==> config.mk <==
export PLATFORM = sky130hd
export DESIGN_NAME = dma_burst_sched
export DESIGN_NICKNAME = d
export VERILOG_FILES = /design/src/rtl/dma_pkg.sv /design/src/rtl/dma_beat_calc.sv /design/src/rtl/dma_burst_sched.sv
export SDC_FILE = /design/constraint.sdc
export NUM_CORES = 1
export LEC_CHECK = 0
export CAP_MARGIN = 5
export CORE_ASPECT_RATIO = 0.6
export CORE_UTILIZATION = 27
export CTS_CLUSTER_DIAMETER = 60
export DETAILED_ROUTE_END_ITERATION = 8
export GPL_TIMING_DRIVEN = 0
export PLACE_DENSITY = 0.42
export SYNTH_ARGS = -nofsm -noshare
export SYNTH_HDL_FRONTEND = slang
export SYNTH_SLANG_ARGS = --single-unit
==> constraint.sdc <==
create_clock -name hclk -period 17.3 [get_ports hclk]
set_input_delay 3.46 -clock hclk [delete_from_list [all_inputs] [get_ports hclk]]
set_output_delay 3.46 -clock hclk [all_outputs]
set_load 0.02 [all_outputs]
==> src/rtl/dma_pkg.sv <==
// dma_pkg -- shared types and constants for the DMA burst scheduler and the
// AXI copy engine that consumes its commands.
//   state_e        : scheduler FSM encoding (also exported for debug)
//   BOUNDARY_WORDS : words per 4KB AXI boundary window
//   LEN_W          : AXI ARLEN/AWLEN width
//   BEAT_W         : width used for beat arithmetic (holds 0..1024 plus headroom)
//   min_u          : unsigned minimum helper used by the beat calculator
package dma_pkg;

    typedef enum logic [2:0] {
        IDLE  = 3'd0,
        CALC  = 3'd1,
        ISSUE = 3'd2,
        WAIT  = 3'd3,
        DONE  = 3'd4
    } state_e;

    localparam int BOUNDARY_WORDS = 1024;
    localparam int LEN_W          = 8;
    localparam int BEAT_W         = 11;

    function automatic logic [BEAT_W-1:0] min_u(input logic [BEAT_W-1:0] a,
                                                input logic [BEAT_W-1:0] b);
        return (a < b) ? a : b;
    endfunction

endpackage

==> src/rtl/dma_beat_calc.sv <==
// dma_beat_calc -- purely combinational minimum of four beat limits.
// Ports:
//   max_beats  in  BEAT_W  configured burst ceiling
//   remain     in  BEAT_W  remaining words, already clipped to BEAT_W range
//   s_room     in  BEAT_W  words left before the source 4KB boundary
//   d_room     in  BEAT_W  words left before the destination 4KB boundary
//   beats      out BEAT_W  smallest of the four
module dma_beat_calc
    import dma_pkg::*;
(
    input  logic [BEAT_W-1:0] max_beats,
    input  logic [BEAT_W-1:0] remain,
    input  logic [BEAT_W-1:0] s_room,
    input  logic [BEAT_W-1:0] d_room,
    output logic [BEAT_W-1:0] beats
);

    logic [BEAT_W-1:0] min_a;
    logic [BEAT_W-1:0] min_b;

    // Balanced tree keeps the compare depth at two levels.
    always_comb begin
        min_a = min_u(max_beats, remain);
        min_b = min_u(s_room, d_room);
        beats = min_u(min_a, min_b);
    end

endmodule

==> src/rtl/dma_burst_sched.sv <==
// dma_burst_sched -- turns one programmed DMA job (saddr/daddr/number) into a
// sequence of AXI-legal burst commands, none crossing a 4KB boundary on either
// side, and pulses dma_axi_done when the last burst has completed.
// Ports:
//   hclk, hreset       clock; synchronous active-low reset
//   dma_axi_start      1-cycle job start
//   dma_cfg_saddr/daddr/number  job configuration, sampled only on accepted start
//   cmd_valid/cmd_ready         burst command handshake
//   cmd_saddr/daddr/len         burst command payload (len = beats-1)
//   burst_done         engine finished the accepted burst
//   dma_axi_done       1-cycle job completion pulse
//   busy               job in progress (start accepted .. done cycle inclusive)
//   start_err          1-cycle pulse: start arrived while not idle
//   dbg_state          current FSM state
//
// Handshake: a command transfers on a rising edge where cmd_valid && cmd_ready.
// Once cmd_valid rises, cmd_valid and cmd_saddr/daddr/len stay constant until
// that transfer; cmd_valid never depends combinationally on cmd_ready.
module dma_burst_sched
    import dma_pkg::*;
#(
    parameter int MAX_BEATS = 16,
    parameter int ADDR_W    = 32,
    parameter int CNT_W     = 14
) (
    input  logic              hclk,
    input  logic              hreset,
    input  logic              dma_axi_start,
    input  logic [ADDR_W-1:0] dma_cfg_saddr,
    input  logic [ADDR_W-1:0] dma_cfg_daddr,
    input  logic [CNT_W-1:0]  dma_cfg_number,
    output logic              cmd_valid,
    input  logic              cmd_ready,
    output logic [ADDR_W-1:0] cmd_saddr,
    output logic [ADDR_W-1:0] cmd_daddr,
    output logic [LEN_W-1:0]  cmd_len,
    input  logic              burst_done,
    output logic              dma_axi_done,
    output logic              busy,
    output logic              start_err,
    output state_e            dbg_state
);

    localparam logic [BEAT_W-1:0] MAX_B    = BEAT_W'(MAX_BEATS);
    localparam logic [BEAT_W-1:0] BND_W    = BEAT_W'(BOUNDARY_WORDS);
    localparam logic [CNT_W-1:0]  BND_CNT  = CNT_W'(BOUNDARY_WORDS);

    state_e            state;
    state_e            state_nxt;

    logic [ADDR_W-1:0] cur_s;
    logic [ADDR_W-1:0] cur_d;
    logic [CNT_W-1:0]  remain;
    logic [BEAT_W-1:0] beats_q;

    logic [BEAT_W-1:0] remain_clip;
    logic [BEAT_W-1:0] s_room;
    logic [BEAT_W-1:0] d_room;
    logic [BEAT_W-1:0] beats;

    logic              last_burst;

    // ------------------------------------------------------------------
    // Beat limit: no burst ever needs more than one boundary window, so
    // large remaining counts are clipped to 1024 before the compare.
    // ------------------------------------------------------------------
    always_comb begin
        remain_clip = (remain >= BND_CNT) ? BND_W : BEAT_W'(remain);
        s_room      = BND_W - {1'b0, cur_s[11:2]};
        d_room      = BND_W - {1'b0, cur_d[11:2]};
    end

    dma_beat_calc u_beat_calc (
        .max_beats (MAX_B),
        .remain    (remain_clip),
        .s_room    (s_room),
        .d_room    (d_room),
        .beats     (beats)
    );

    assign last_burst = (remain == CNT_W'(beats_q));

    // ------------------------------------------------------------------
    // FSM: state register
    // ------------------------------------------------------------------
    always_ff @(posedge hclk) begin
        if (!hreset) begin
            state <= IDLE;
        end else begin
            state <= state_nxt;
        end
    end

    // ------------------------------------------------------------------
    // FSM: next state
    // ------------------------------------------------------------------
    always_comb begin
        state_nxt = state;
        unique case (state)
            IDLE: begin
                if (dma_axi_start) begin
                    state_nxt = (dma_cfg_number == '0) ? DONE : CALC;
                end
            end
            CALC:  state_nxt = ISSUE;
            ISSUE: begin
                if (cmd_ready) begin
                    state_nxt = WAIT;
                end
            end
            WAIT: begin
                if (burst_done) begin
                    state_nxt = last_burst ? DONE : CALC;
                end
            end
            DONE:    state_nxt = IDLE;
            default: state_nxt = IDLE;
        endcase
    end

    // ------------------------------------------------------------------
    // FSM: outputs decoded from state
    // ------------------------------------------------------------------
    always_comb begin
        cmd_valid    = (state == ISSUE);
        busy         = (state != IDLE);
        dma_axi_done = (state == DONE);
        dbg_state    = state;
    end

    // ------------------------------------------------------------------
    // Job datapath: cursors, remaining count and the registered command.
    // ------------------------------------------------------------------
    always_ff @(posedge hclk) begin
        if (!hreset) begin
            cur_s     <= '0;
            cur_d     <= '0;
            remain    <= '0;
            beats_q   <= '0;
            cmd_saddr <= '0;
            cmd_daddr <= '0;
            cmd_len   <= '0;
            start_err <= 1'b0;
        end else begin
            // Only IDLE accepts a start; anything else just flags it.
            start_err <= dma_axi_start && (state != IDLE);

            unique case (state)
                IDLE: begin
                    if (dma_axi_start) begin
                        cur_s  <= {dma_cfg_saddr[ADDR_W-1:2], 2'b00};
                        cur_d  <= {dma_cfg_daddr[ADDR_W-1:2], 2'b00};
                        remain <= dma_cfg_number;
                    end
                end
                CALC: begin
                    beats_q   <= beats;
                    cmd_saddr <= cur_s;
                    cmd_daddr <= cur_d;
                    cmd_len   <= LEN_W'(beats - BEAT_W'(1));
                end
                WAIT: begin
                    // Address advance wraps naturally at 2^ADDR_W.
                    if (burst_done) begin
                        cur_s  <= cur_s + ADDR_W'({beats_q, 2'b00});
                        cur_d  <= cur_d + ADDR_W'({beats_q, 2'b00});
                        remain <= remain - CNT_W'(beats_q);
                    end
                end
                default: begin
                end
            endcase
        end
    end

endmodule
* After elaboration in Yosys (flattened, before gate mapping)
Cells that the tools add are included. W data, S select, Z words.
Storage, ports and cells: flip-flop bits (word level) 165, input bits 83, output and inout bits 79, logic and storage cells 53
Cells by class: $add $sub $neg 6, order comparisons 4, eq/ne operators 8, muxes and demuxes 19, reduce and logical (&&, ||, !) cells 7
Operators by type and width (count):
- $mux W32 | 4
- $pmux W32 S2 | 2
- $add A32 B13 Y32 | 2
- $mux W11 | 4
- $mux W14 | 2
- $pmux W14 S2 | 1
- $lt A11 B11 Y1 | 2
- $sub A11 B10 Y11 const A | 2
- $mux W3 | 5
- $eq A14 B11 Y1 | 1
- $ge A14 B11 Y1 const B | 1
- $logic_not A14 Y1 | 1
- $sub A14 B11 Y14 | 1
- $pmux W3 S4 | 1
- $lt A5 B11 Y1 const A | 1
- $sub A8 B1 Y8 const B | 1
- $eq A3 B2 Y1 const B | 2
- $reduce_and A3 Y1 | 2
- $ne A2 B2 Y1 const B | 2
- $eq A3 B1 Y1 const B | 1
- $eq A3 B3 Y1 const B | 1
- $logic_not A3 Y1 | 1
- $reduce_bool A3 Y1 | 1
- $ne A2 B1 Y1 const B | 1
- 2 further kinds | 2

* Depth between registers and ports, before layout
Gate-level depths: netlist of the first run.
word-level depth 7, gate-level depth with buffers 28, mapped depth without buffers 26

* Cells and area by module
A second synthesis of the first run with hierarchy kept.
Unflattened totals: cells, all modules 1401, area total of the unflattened synthesis 10339.9 sq um
Modules (own cells, without submodules):
- dma_burst_sched | times used 1, cells an instance 1235, area an instance 9163.8 sq um, sequential area each 3143.0 sq um
- dma_beat_calc | times used 1, cells an instance 166, area an instance 1176.1 sq um, sequential area each 0.0 sq um

* Worst setup path after synthesis of the first run
No wires, ideal clock.
kind register to register, start point register cur_d[2], end point register cmd_len[6], setup time 0.117 ns, arrival 5.480 ns, setup slack 11.702 ns, stages on the path, launching flop included 28, buffers on the path 3, period minus slack after synthesis 5.598 ns, cell sequence dfxtp_1 > or4_1 > clkbuf_1 > nor4_1 > xnor2_1 > inv_1 > ha_1 > maj3_2 > o31a_4 > a21oi_1 > buf_4 > nor2_1 > a21oi_1 > ha_1 > a211oi_1 > o21ai_0 > a221oi_1 > o21ai_0 > a211oi_4 > buf_6 > a211oi_1 > a21oi_1 > inv_1 > ha_1 > nand3_1 > a2bb2oi_2 > mux2i_1 > nand2_1
Between the ends: word-level cells in the longest chain between the ends 6
RTL lines:
- from (decl) | RTL line dma_burst_sched.sv:52 | logic [ADDR_W-1:0] cur_d;
- from (signal assigned) | RTL line dma_burst_sched.sv:152 | cur_d <= {dma_cfg_daddr[ADDR_W-1:2], 2'b00};
- from (signal assigned) | RTL line dma_burst_sched.sv:166 | cur_d <= cur_d + ADDR_W'({beats_q, 2'b00});
- $sub A11 B10 Y11 (*) | RTL line dma_burst_sched.sv:70 | d_room = BND_W - {1'b0, cur_d[11:2]};
- $lt A11 B11 Y1 | RTL line dma_pkg.sv:24 | return (a < b) ? a : b;
- $mux W11 (*) | RTL line dma_pkg.sv:24
- $lt A11 B11 Y1 | RTL line dma_pkg.sv:24
- $mux W11 (*) | RTL line dma_pkg.sv:24
- $sub A8 B1 Y8 (*) | RTL line dma_burst_sched.sv:160 | cmd_len <= LEN_W'(beats - BEAT_W'(1));
- to (signal assigned) | RTL line dma_burst_sched.sv:160
- to (decl) | RTL line dma_burst_sched.sv:36 | output logic [LEN_W-1:0] cmd_len,
Mark *: on every way between the ends. The rest lies on a longest branch, timed or not. A chain may end at the register's enable or synchronous reset.

* Final worst setup path of the first run
Ends and elaborated chain as after synthesis.

==> out/results.txt, run 1 <==
RSZ-0062 raised after global routing -> false
Post-DP HPWL -> 33400 µm
GRT Residual Overflow -> 0
Wire per inst -> 22.5 µm
CTS sink cnt -> 157
Maximum VDD drop -> 0.0804 mV
Routed Antenna Nets -> 0
Fmax -> 132 MHz
Largest net degree at the start of global routing -> 17
Row count -> 53
Layout Nets -> 1582
CP top delay family -> compound AO/OA/AOI/OAI gates
Starting Density -> 27.4%
Total die area -> 0.0364 mm²
Setup violators final -> 0
Clk_skew -> 0.0102 ns
Outcome -> finished, final reports clean
Share of cells above drive strength 1 -> 4.46%
MaxCap Viol Count -> 0
Sw frac -> 44.8%
DR pass1 iterations -> 5
Placement Cell Area -> 0.0118 mm²
Post-synth ARST share -> 0%
NetSw -> 0.000768 W
Vias in the first global route -> 9457
Post-synth EDFFs -> 0
Seq pwr share -> 27.4%
Sequential cell area fraction in the yosys report -> 32.7%
WP buf/inv -> 5
Clock Latency Late Sink -> 0.46 ns
Initial antenna violation count -> 0
Bufs on Longest Clock Path -> 2
Port bufs -> 153
Worst Setup Start Kind -> flop
Yosys top cell by area -> dfxtp_1
Clock share of power -> 23.7%
Minimum clock period -> 7.59 ns
Setup TNS -> 0 ns
Worst setup path class -> reg2reg
Num CTS Buffers -> 17
Synth Instances -> 1262
Top FF cell, synth -> dfxtp_1
CTS root buffer -> clkbuf_16
Combinational Power Share -> 48.9%
Worst Hold Class -> reg2reg
P_int -> 0.000947 W
Mapped cell area -> 0.00963 mm²
Total power per unit cell area -> 139 mW/mm²
Number of synthesized register bits -> 157
Crit-path max FO -> 10
Critical path endpoint category -> flop
Routed vias/inst -> 5.32
First-pass GRT wire length -> 62900 µm
Slew Viols, Final -> 0
GRT Util Overall -> 23.7%
Main area contributors after synthesis -> dfxtp_1, nand2_1, ha_1
CTS H-tree lvls -> 4
Crit path top cell by count -> ha_1
Synth Area per Inst -> 7.63 µm²
Crit-path slowest cell -> a21oi_1
# diodes -> 0
DRC -> 0
CTS tree -> built
Fin area -> 0.0124 mm²
Crit-path max cell delay -> 0.58 ns
Final hold vios -> 0
Leakage -> 4.59 nW
Reg clk slew, reported paths -> 0.07 ns
DIE HEIGHT -> 148 µm
CTS Hold Bufs -> 0
Chip Width -> 246 µm
Netlist cell types -> 82
Number of top-level pins -> 162
DR iter-0 viols -> 1092
Final worst-path cycle share -> 43.9%
Fillers -> 3731
Share of the synthesized area in the top cell type -> 32.7%
Required time worst endpoint -> 17.66 ns
Setup Fix Bufs, Post-CTS -> 0
Slew @ Worst Pin -> 1.04 ns
Ys Warns -> 0
Vias -> 10200
Synth-to-Final Area Change -> 28.6%
Max-slew headroom -> 30.6%
# resized after CTS -> 0
RePlAce Congestion -> 0.956
Std-Cell Core Area -> 0.0351 mm²
Routed Wire Length -> 43300 µm
WP data arrival -> 7.95 ns
-- final cells by class --
| type | instances | area (µm²) | share of cell area (%) |
|---|---|---|---|
| multi-input combinational | 978 | 5970 | 48.2 |
| clock buffer | 19 | 433 | 3.50 |
| timing repair buffer | 153 | 1530 | 12.4 |
| inverter | 52 | 195 | 1.58 |
| buffer | 84 | 360 | 2.91 |
| sequential | 157 | 3140 | 25.4 |
| tap | 467 | 584 | 4.72 |
| clock inverter | 13 | 166 | 1.34 |
-- routing by layer --
layer / up-vias / global-route usage (%) / share of wire (%)
met1: 4918 / 38.5 / 53
met4: 0 / 4.66 / 0.81
li1: 4879 / - / -
met3: 23 / 4.89 / 8.5
met2: 415 / 30.7 / 38
met5: - / 0 / 0
-- cell usage after synthesis, types with 6 or more instances --
master	count
a21oi_1	86
a21boi_0	57
mux2i_1	8
o311ai_0	9
nor4_1	12
o21a_1	10
inv_1	52
xor2_1	8
nor2_1	95
o211ai_1	9
buf_1	6
nand2_1	228
nand4_1	11
nor2b_1	12
clkbuf_1	67
o22ai_1	10
or4_1	7
and3_1	20
dfxtp_1	157
a211oi_1	19
a21o_1	12
xnor2_1	22
nor3_1	31
o21ai_0	73
a22oi_1	8
or3_1	6
a311oi_1	22
a31oi_1	19
ha_1	53
nand3_1	31
-- final timing paths --
check	start	endpoint	slack, ns	cells after the start
setup / recovery	cur_d[2]	cmd_len[6]	9.71	28
hold / removal	cmd_daddr[4]	cmd_daddr[4]	0.46	2
hold reg to reg	cmd_daddr[4]	cmd_daddr[4]	0.46	2
setup reg to reg	cur_d[2]	cmd_len[6]	9.71	28
-- tightest hold or removal path, cell delays in order (launching register included) --
cell     delay (ns)
dfxtp_1        0.31
nand2_1        0.05
a21oi_1        0.05
-- power by group through the flow --
stage / clock [W] / sequential, W / combinational (W)
5_1_grt: 0.000426 / 0.000475 / 0.000912
4_1_cts: 0.000413 / 0.000468 / 0.000821
3_5_place_dp: 0 / 0.000476 / 0.000815
3_3_place_gp: 0 / 0.000476 / 0.000818
6_report: 0.000406 / 0.000470 / 0.000839
2_1_floorplan: 0 / 0.000467 / 0.000529
-- kinds of logic after synthesis --
family	share of synthesized area (%)
buf+inv	5.77
compound gates	26.3
flops	32.7
mux	1.14
simple gates	23.7
other cells	0.0390
fa+ha+maj	7.73
xor+xnor	2.73
-- through the flow --
step | setup slack (ns) | hold WS [ns] | utilization, % | total power (W) | cells
2_1_floorplan | 11.70 | 0.441 | - | 0.000995 | 1271
3_3_place_gp | 9.82 | 0.451 | 33.6 | 0.00129 | 1891
3_5_place_dp | 10.04 | 0.452 | 33.6 | 0.00129 | 1891
4_1_cts | 9.99 | 0.462 | 35.3 | 0.00170 | 1923
5_1_grt | 9.42 | 0.488 | 35.3 | 0.00181 | 1923
6_report | 9.71 | 0.458 | 35.3 | 0.00171 | 1923
-- layout by cell type (no fill, tap or decap), types with 12 or more instances in the layout --
cell type        Yosys  layout
a211oi_1            19      19
a21boi_0            57      57
a21o_1              12      12
a21oi_1             86      86
a311oi_1            22      22
a31oi_1             19      19
and3_1              20      20
clkbuf_1            67      69
clkbuf_16            0      17
clkdlybuf4s50_1      0     153
dfxtp_1            157     157
ha_1                53      53
inv_1               52      52
nand2_1            228     228
nand3_1             31      31
nor2_1              95      95
nor2b_1             12      12
nor3_1              31      31
nor4_1              12      12
o21ai_0             73      73
xnor2_1             22      22
-- registers in the layout (all words and copies together), names as in the netlist --
name       cells
cmd_daddr     30
cmd_saddr     30
cur_d         30
cur_s         30
remain        14
beats_q       11
cmd_len        8
dbg_state      3
start_err      1
Power figures use the tool's default switching activity.
==> run 2: changes to the inputs <==
PLACE_DENSITY = 0.44   (was 0.42)
clock period = 6.3 ns   (was 17.3 ns; I/O delays follow)
==> run 2 against run 1 <==
  * Critical path depth shrank 1
  * Routed wire length down 0.52%
  * First-iteration DRC count shrank 15%
  * Register-to-register slack worse by 9.6 ns
  * Combinational power increased to 3.0 times the previous value
  * Hold slack got worse by 0.0017 ns
  * Sequential cell count unchanged
  * Clock skew hardly changed
  * Total power rose to 2.8 times the previous value
  * Largest cell class unchanged
  * Highest routed layer unchanged
==> out/results.txt, run 2 (synthesized netlist as in run 1, its figures left out) <==
Outcome -> finished, final reports clean
Number of top-level pins -> 162 (unchanged)
Leakage -> 4.64 nW (+1.0%)
Maximum VDD drop -> 0.223 mV (+180%)
Worst Setup Start Kind -> flop
Max-slew headroom -> 25.0% (-5.7 points)
Initial antenna violation count -> 0 (unchanged)
Final Hold Slack -> 0.456 ns (-0.00166 ns)
Starting Density -> 27.4% (unchanged)
Post-route insts no fill -> 1933 (+0.52%)
CTS tree -> built
Std-Cell Core Area -> 0.0351 mm² (unchanged)
Worst setup path class -> reg2reg
Setup violators final -> 0 (unchanged)
Layout Nets -> 1592 (+0.63%)
Crit-path max cell delay -> 0.54 ns (-0.04 ns)
RePlAce Congestion -> 0.949 (-0.71%)
Final worst slack -> 0.147 ns (-9.56 ns)
DRC -> 0 (unchanged)
Crit-path slowest cell -> or4_1
Vias -> 10300 (+0.38%)
Slew Viols, Final -> 0 (unchanged)
Min-Delay Startpoint -> cmd_daddr[3]
Largest net degree at the start of global routing -> 17 (unchanged)
Routed Wire Length -> 43100 µm (-0.52%)
Required time worst endpoint -> 6.65 ns (-11.01 ns)
WP buf/inv -> 5 (unchanged)
Reg2reg setup slack -> 0.15 ns (-9.56 ns)
CTS Hold Bufs -> 0 (unchanged)
DR pass1 iterations -> 6 (+1)
Num CTS Buffers -> 17 (unchanged)
Pre-CTS setup slack -> -0.919 ns (-10.96 ns)
Worst hold path depth -> 2 (unchanged)
# diodes -> 0 (unchanged)
WP data arrival -> 6.50 ns (-1.45 ns)
MaxCap Viol Count -> 0 (unchanged)
Reg2reg start -> cur_d[3]
Placed insts -> 1891 (unchanged)
Port bufs -> 153 (unchanged)
CTS H-tree lvls -> 4 (unchanged)
Critical path endpoint category -> flop
Routed Antenna Nets -> 0 (unchanged)
Share of cells above drive strength 1 -> 6.14% (+1.7 points)
Final hold vios -> 0 (unchanged)
Fmax -> 163 MHz (+23%)
Total power per unit cell area -> 386 mW/mm² (+180%)
CTS root buffer -> clkbuf_16
Bufs on Longest Clock Path -> 2 (unchanged)
Final core utilization -> 35.7% (+0.46 points)
Routed vias/inst -> 5.32 (-0.14%)
Slew @ Worst Pin -> 1.13 ns (+0.0852 ns)
Setup TNS -> 0 ns (unchanged)
Vias in the first global route -> 9533 (+0.80%)
DIE HEIGHT -> 148 µm (unchanged)
Crit-path max FO -> 10 (unchanged)
Total die area -> 0.0364 mm² (unchanged)
DR iter-0 viols -> 927 (-15%)
Clock Latency Late Sink -> 0.46 ns (about the same)
GRT Util Overall -> 23.5% (-0.13 points)
Crit path from -> cur_d[3]
Wire per inst -> 22.3 µm (-1.0%)
Post-DP HPWL -> 33100 µm (-0.82%)
Minimum clock period -> 6.15 ns (-1.44 ns)
Clk_skew -> 0.00985 ns (-0.000371 ns)
Synth-to-Final Area Change -> 30.3%
GRT Residual Overflow -> 0 (unchanged)
R2R Path End -> cmd_len[6]
First-pass GRT wire length -> 62300 µm (-0.87%)
Crit path top cell by count -> ha_1
Reg clk slew, reported paths -> 0.07 ns (about the same)
Worst-case reg-to-reg path depth -> 27 (-3.6%)
Final worst-path cycle share -> 97.7% (+54 points)
Chip Width -> 246 µm (unchanged)
Most frequent cells in the layout -> nand2_1, dfxtp_1, clkdlybuf4s50_1
CP top delay family -> compound AO/OA/AOI/OAI gates
CTS sink cnt -> 157 (unchanged)
Fillers -> 3709 (-0.59%)
Worst Hold Class -> reg2reg
Row count -> 53 (unchanged)
Hold EP -> cmd_daddr[3]
Commonest non-fill, non-tap cell in the layout -> nand2_1
==> run 2: cell types whose count changed in the layout (fill, tap and decap cells not counted), sizes merged <==
cell      previous run  this run
clkinv               6         5
bufinv               3         2
clkinvlp             2         4
inv                 54        52
clkbuf              86        88
buf                 17        27
==> run 2: area by class of cell <==
| type | count | area, µm² | share of cell area (%) |
|---|---|---|---|
| Multi-Input combinational cell | 978 | 6070 | 48.4 |
| Sequential cell | 157 | 3140 | 25.1 |
| Timing Repair Buffer | 163 | 1610 | 12.8 |
| Tap cell | 467 | 584 | 4.66 |
| Clock buffer | 21 | 450 | 3.59 |
| Buffer | 84 | 370 | 2.95 |
| Inverter | 52 | 195 | 1.56 |
| Clock inverter | 11 | 119 | 0.948 |
==> run 2: worst max-delay path by stage <==
stage                     depth (start not counted)    endpoint  slack, ns
after detailed placement                         28  cmd_len[6]      -0.92
after CTS                                        28  cmd_len[6]       0.03
final                                            27  cmd_len[6]       0.15
after global routing                             25  cmd_len[6]      -0.09
after floorplan                                  27  cmd_len[6]       0.70
after global placement                           28  cmd_len[6]      -1.01
==> run 2: repair_timing <==
action / 4_1_cts / 5_1_grt
gates resized for setup: 9 / 14
endpoints found under the hold margin: 0 / 0
setup endpoints to repair: 9 / 4
pin swaps: 1 / 4
buffers inserted: 3 / 7
==> run 2: report_power, final <==
group	internal, W	leakage (nW)	switching (W)
Clock	0.000591	0.269	0.000463
Sequential	0.00112	1.28	0.000172
Combinational	0.000979	3.09	0.00151
Total	0.00269	4.64	0.00214
==> run 2: metrics by stage <==
stage	total power, W	instance area [µm²]
after floorplan	0.00273	9660
after global placement	0.00352	11800
after detailed placement	0.00353	11800
after CTS	0.00466	12400
after global routing	0.00512	12500
final	0.00483	12500
==> run 2: routing by layer <==
layer | wire length, µm | vias up | part of all wire (%) | GRT usage [%]
li1 | - | 4919 | - | -
met1 | 22500 | 4918 | 52 | 36.9
met3 | 3610 | 27 | 8.4 | 6.28
met5 | 0 | - | 0 | 0
met4 | 546 | 0 | 1.3 | 5.56
met2 | 16400 | 410 | 38 | 30.7
==> run 2: worst min-delay path, stage by stage (launching register included) <==
cell     delay [ns]
dfxtp_1        0.31
nand2_1        0.05
a21oi_1        0.05
==> run 3: changes to the inputs <==
CORE_UTILIZATION = 45   (was 27)
PLACE_DENSITY = 0.68   (was 0.44)
==> run 3 against run 2 <==
  * Combinational power increased by 5%
  * Die area decreased by 40%
  * Setup slack improved by 0.057 ns
  * Critical path type unchanged
  * Routed wire length decreased by 9.0%
  * Count of clock-buffer cells in the layout decreased by 1
  * Critical path depth increased by 1
  * First-iteration DRC count increased by 37%
  * Largest power group unchanged
  * Sequential cell count unchanged
  * Cell area decreased by 1.2%
  * Clock power increased by 4%
  * Highest routed layer is now met5
==> out/results.txt, run 3 (synthesized netlist as in run 1, its figures left out) <==
Outcome -> finished, final reports clean
WP buf/inv -> 6 (+1)
CTS root buffer -> clkbuf_16
Chip Width -> 191 µm (-22%)
Crit-path max cell delay -> 0.53 ns (about the same)
DIE HEIGHT -> 115 µm (-22%)
Final worst-path cycle share -> 96.8% (-0.90 points)
Fillers -> 1987 (-46%)
Most frequent cells in the layout -> nand2_1, dfxtp_1, clkdlybuf4s50_1
Clk_skew -> 0.00889 ns (-0.000962 ns)
Total die area -> 0.0220 mm² (-40%)
Initial antenna violation count -> 0 (unchanged)
CTS sink cnt -> 157 (unchanged)
Placement Cell Area -> 0.0115 mm² (-2.0%)
Worst hold path depth -> 2 (unchanged)
Share of cells above drive strength 1 -> 6.55% (+0.41 points)
Minimum clock period -> 6.10 ns (-0.0567 ns)
Port bufs -> 153 (unchanged)
First-pass GRT wire length -> 57000 µm (-8.6%)
Vias -> 10600 (+3.6%)
CP top delay family -> compound AO/OA/AOI/OAI gates
RePlAce Congestion -> 0.984 (+3.7%)
Worst Setup Start Kind -> flop
Placed insts -> 1704 (-9.9%)
Worst setup path class -> reg2reg
Bufs on Longest Clock Path -> 2 (unchanged)
Routed Wire Length -> 39200 µm (-9.0%)
GRT Residual Overflow -> 0 (unchanged)
Largest net degree at the start of global routing -> 17 (unchanged)
Maximum VDD drop -> 0.386 mV (+73%)
Worst Hold Class -> reg2reg
Vias in the first global route -> 9287 (-2.6%)
Max-slew headroom -> 31.8% (+6.9 points)
Area occupied by registers -> 0.00314 mm² (unchanged)
Synth-to-Final Area Change -> 28.7%
Crit-path slowest cell -> or3b_1
Reg clk slew, reported paths -> 0.07 ns (about the same)
CTS Hold Bufs -> 0 (unchanged)
Row count -> 41 (-23%)
Final Hold Slack -> 0.457 ns (+0.000656 ns)
Worst-case reg-to-reg path depth -> 28 (+3.7%)
DR iter-0 viols -> 1266 (+37%)
Fin area -> 0.0124 mm² (-1.2%)
Post-route insts no fill -> 1745 (-9.7%)
Slew Viols, Final -> 0 (unchanged)
Starting Density -> 45.9% (+18 points)
Number of top-level pins -> 162 (unchanged)
Post-DP HPWL -> 29800 µm (-10%)
Fmax -> 164 MHz (+0.93%)
Clock Latency Late Sink -> 0.45 ns (about the same)
Layout Nets -> 1592 (unchanged)
WP depth -> 28 (+3.7%)
Std-Cell Core Area -> 0.0210 mm² (-40%)
Num CTS Buffers -> 17 (unchanged)
# diodes -> 0 (unchanged)
Wire per inst -> 22.5 µm (+0.81%)
Total power per unit cell area -> 403 mW/mm² (+4.4%)
Required time worst endpoint -> 6.59 ns (-0.06 ns)
Final worst slack -> 0.203 ns (+0.0567 ns)
MaxCap Viol Count -> 0 (unchanged)
Crit-path max FO -> 10 (unchanged)
DRC -> 0 (unchanged)
Routed vias/inst -> 6.10 (+15%)
Area taken by multi-input logic gates -> 0.00612 mm² (+0.91%)
Routed Antenna Nets -> 0 (unchanged)
Pre-CTS setup slack -> -0.911 ns (+0.00830 ns)
CTS tree -> built
Crit path top cell by count -> ha_1
GRT Util Overall -> 35.5% (+12 points)
Commonest non-fill, non-tap cell in the layout -> nand2_1
Setup violators final -> 0 (unchanged)
DR pass1 iterations -> 9 (+3)
Critical path endpoint category -> flop
Final hold vios -> 0 (unchanged)
Final Power -> 0.00499 W (+3.2%)
Slew @ Worst Pin -> 1.02 ns (-0.103 ns)
Leakage -> 4.67 nW (+0.59%)
WP data arrival -> 6.39 ns (-0.11 ns)
CTS H-tree lvls -> 4 (unchanged)
[run 3: cell types whose count changed in the layout (fill, tap and decap cells not counted), sizes merged]
cell / before / now
inv: 52 / 55
clkbuf: 88 / 87
clkinv: 5 / 4
clkinvlp: 4 / 3
[run 3: worst paths after layout]
check	start	slack (ns)	endpoint
max	cur_s[2]	0.20	cmd_len[4]
min	cmd_daddr[5]	0.46	cmd_daddr[5]
max reg2reg	cur_s[2]	0.20	cmd_len[4]
min reg2reg	cmd_daddr[5]	0.46	cmd_daddr[5]
[run 3: routing by layer]
| layer | global-route usage (%) | part of all wire (%) |
|---|---|---|
| met5 | 2.99 | 0.23 |
| met4 | 8.53 | 1.5 |
| met3 | 15.1 | 14 |
| met2 | 43.6 | 36 |
| met1 | 54.0 | 48 |
[run 3: layout make-up]
cell class / count / share of cell area, %
plain buffers: 84 / 2.99
well taps: 279 / 2.82
flip-flops and latches: 157 / 25.4
repair buffers: 163 / 12.9
multi-input cells: 978 / 49.4
clock buffers: 20 / 3.77
clock inverters: 12 / 1.09
inverters: 52 / 1.58
[run 3: report_power, final]
part / internal (W) / switching (W)
Clock: 0.000619 / 0.000469
Sequential: 0.00112 / 0.000168
Combinational: 0.00101 / 0.00161
Total: 0.00275 / 0.00224
[run 3: repair_timing]
action	in CTS	in global routing
endpoints found under the setup margin	13	4
buffers inserted	4	5
resized for setup	15	19
pin swaps	4	4
endpoints found under the hold margin	0	0
[run 3: tightest hold or removal path, delay by kind of cell, from the launching register on]
family / cells / cell delay [ns]
simple gates: 1 / 0.05
compound gates: 1 / 0.05
flops: 1 / 0.31
[run 3: metrics by stage]
stage,TNS [ns],util (%)
2_1_floorplan,0,-
3_3_place_gp,-4.76,55.0
3_5_place_dp,-3.62,55.0
4_1_cts,0,58.4
5_1_grt,-0.00533,59.0
6_report,0,59.0
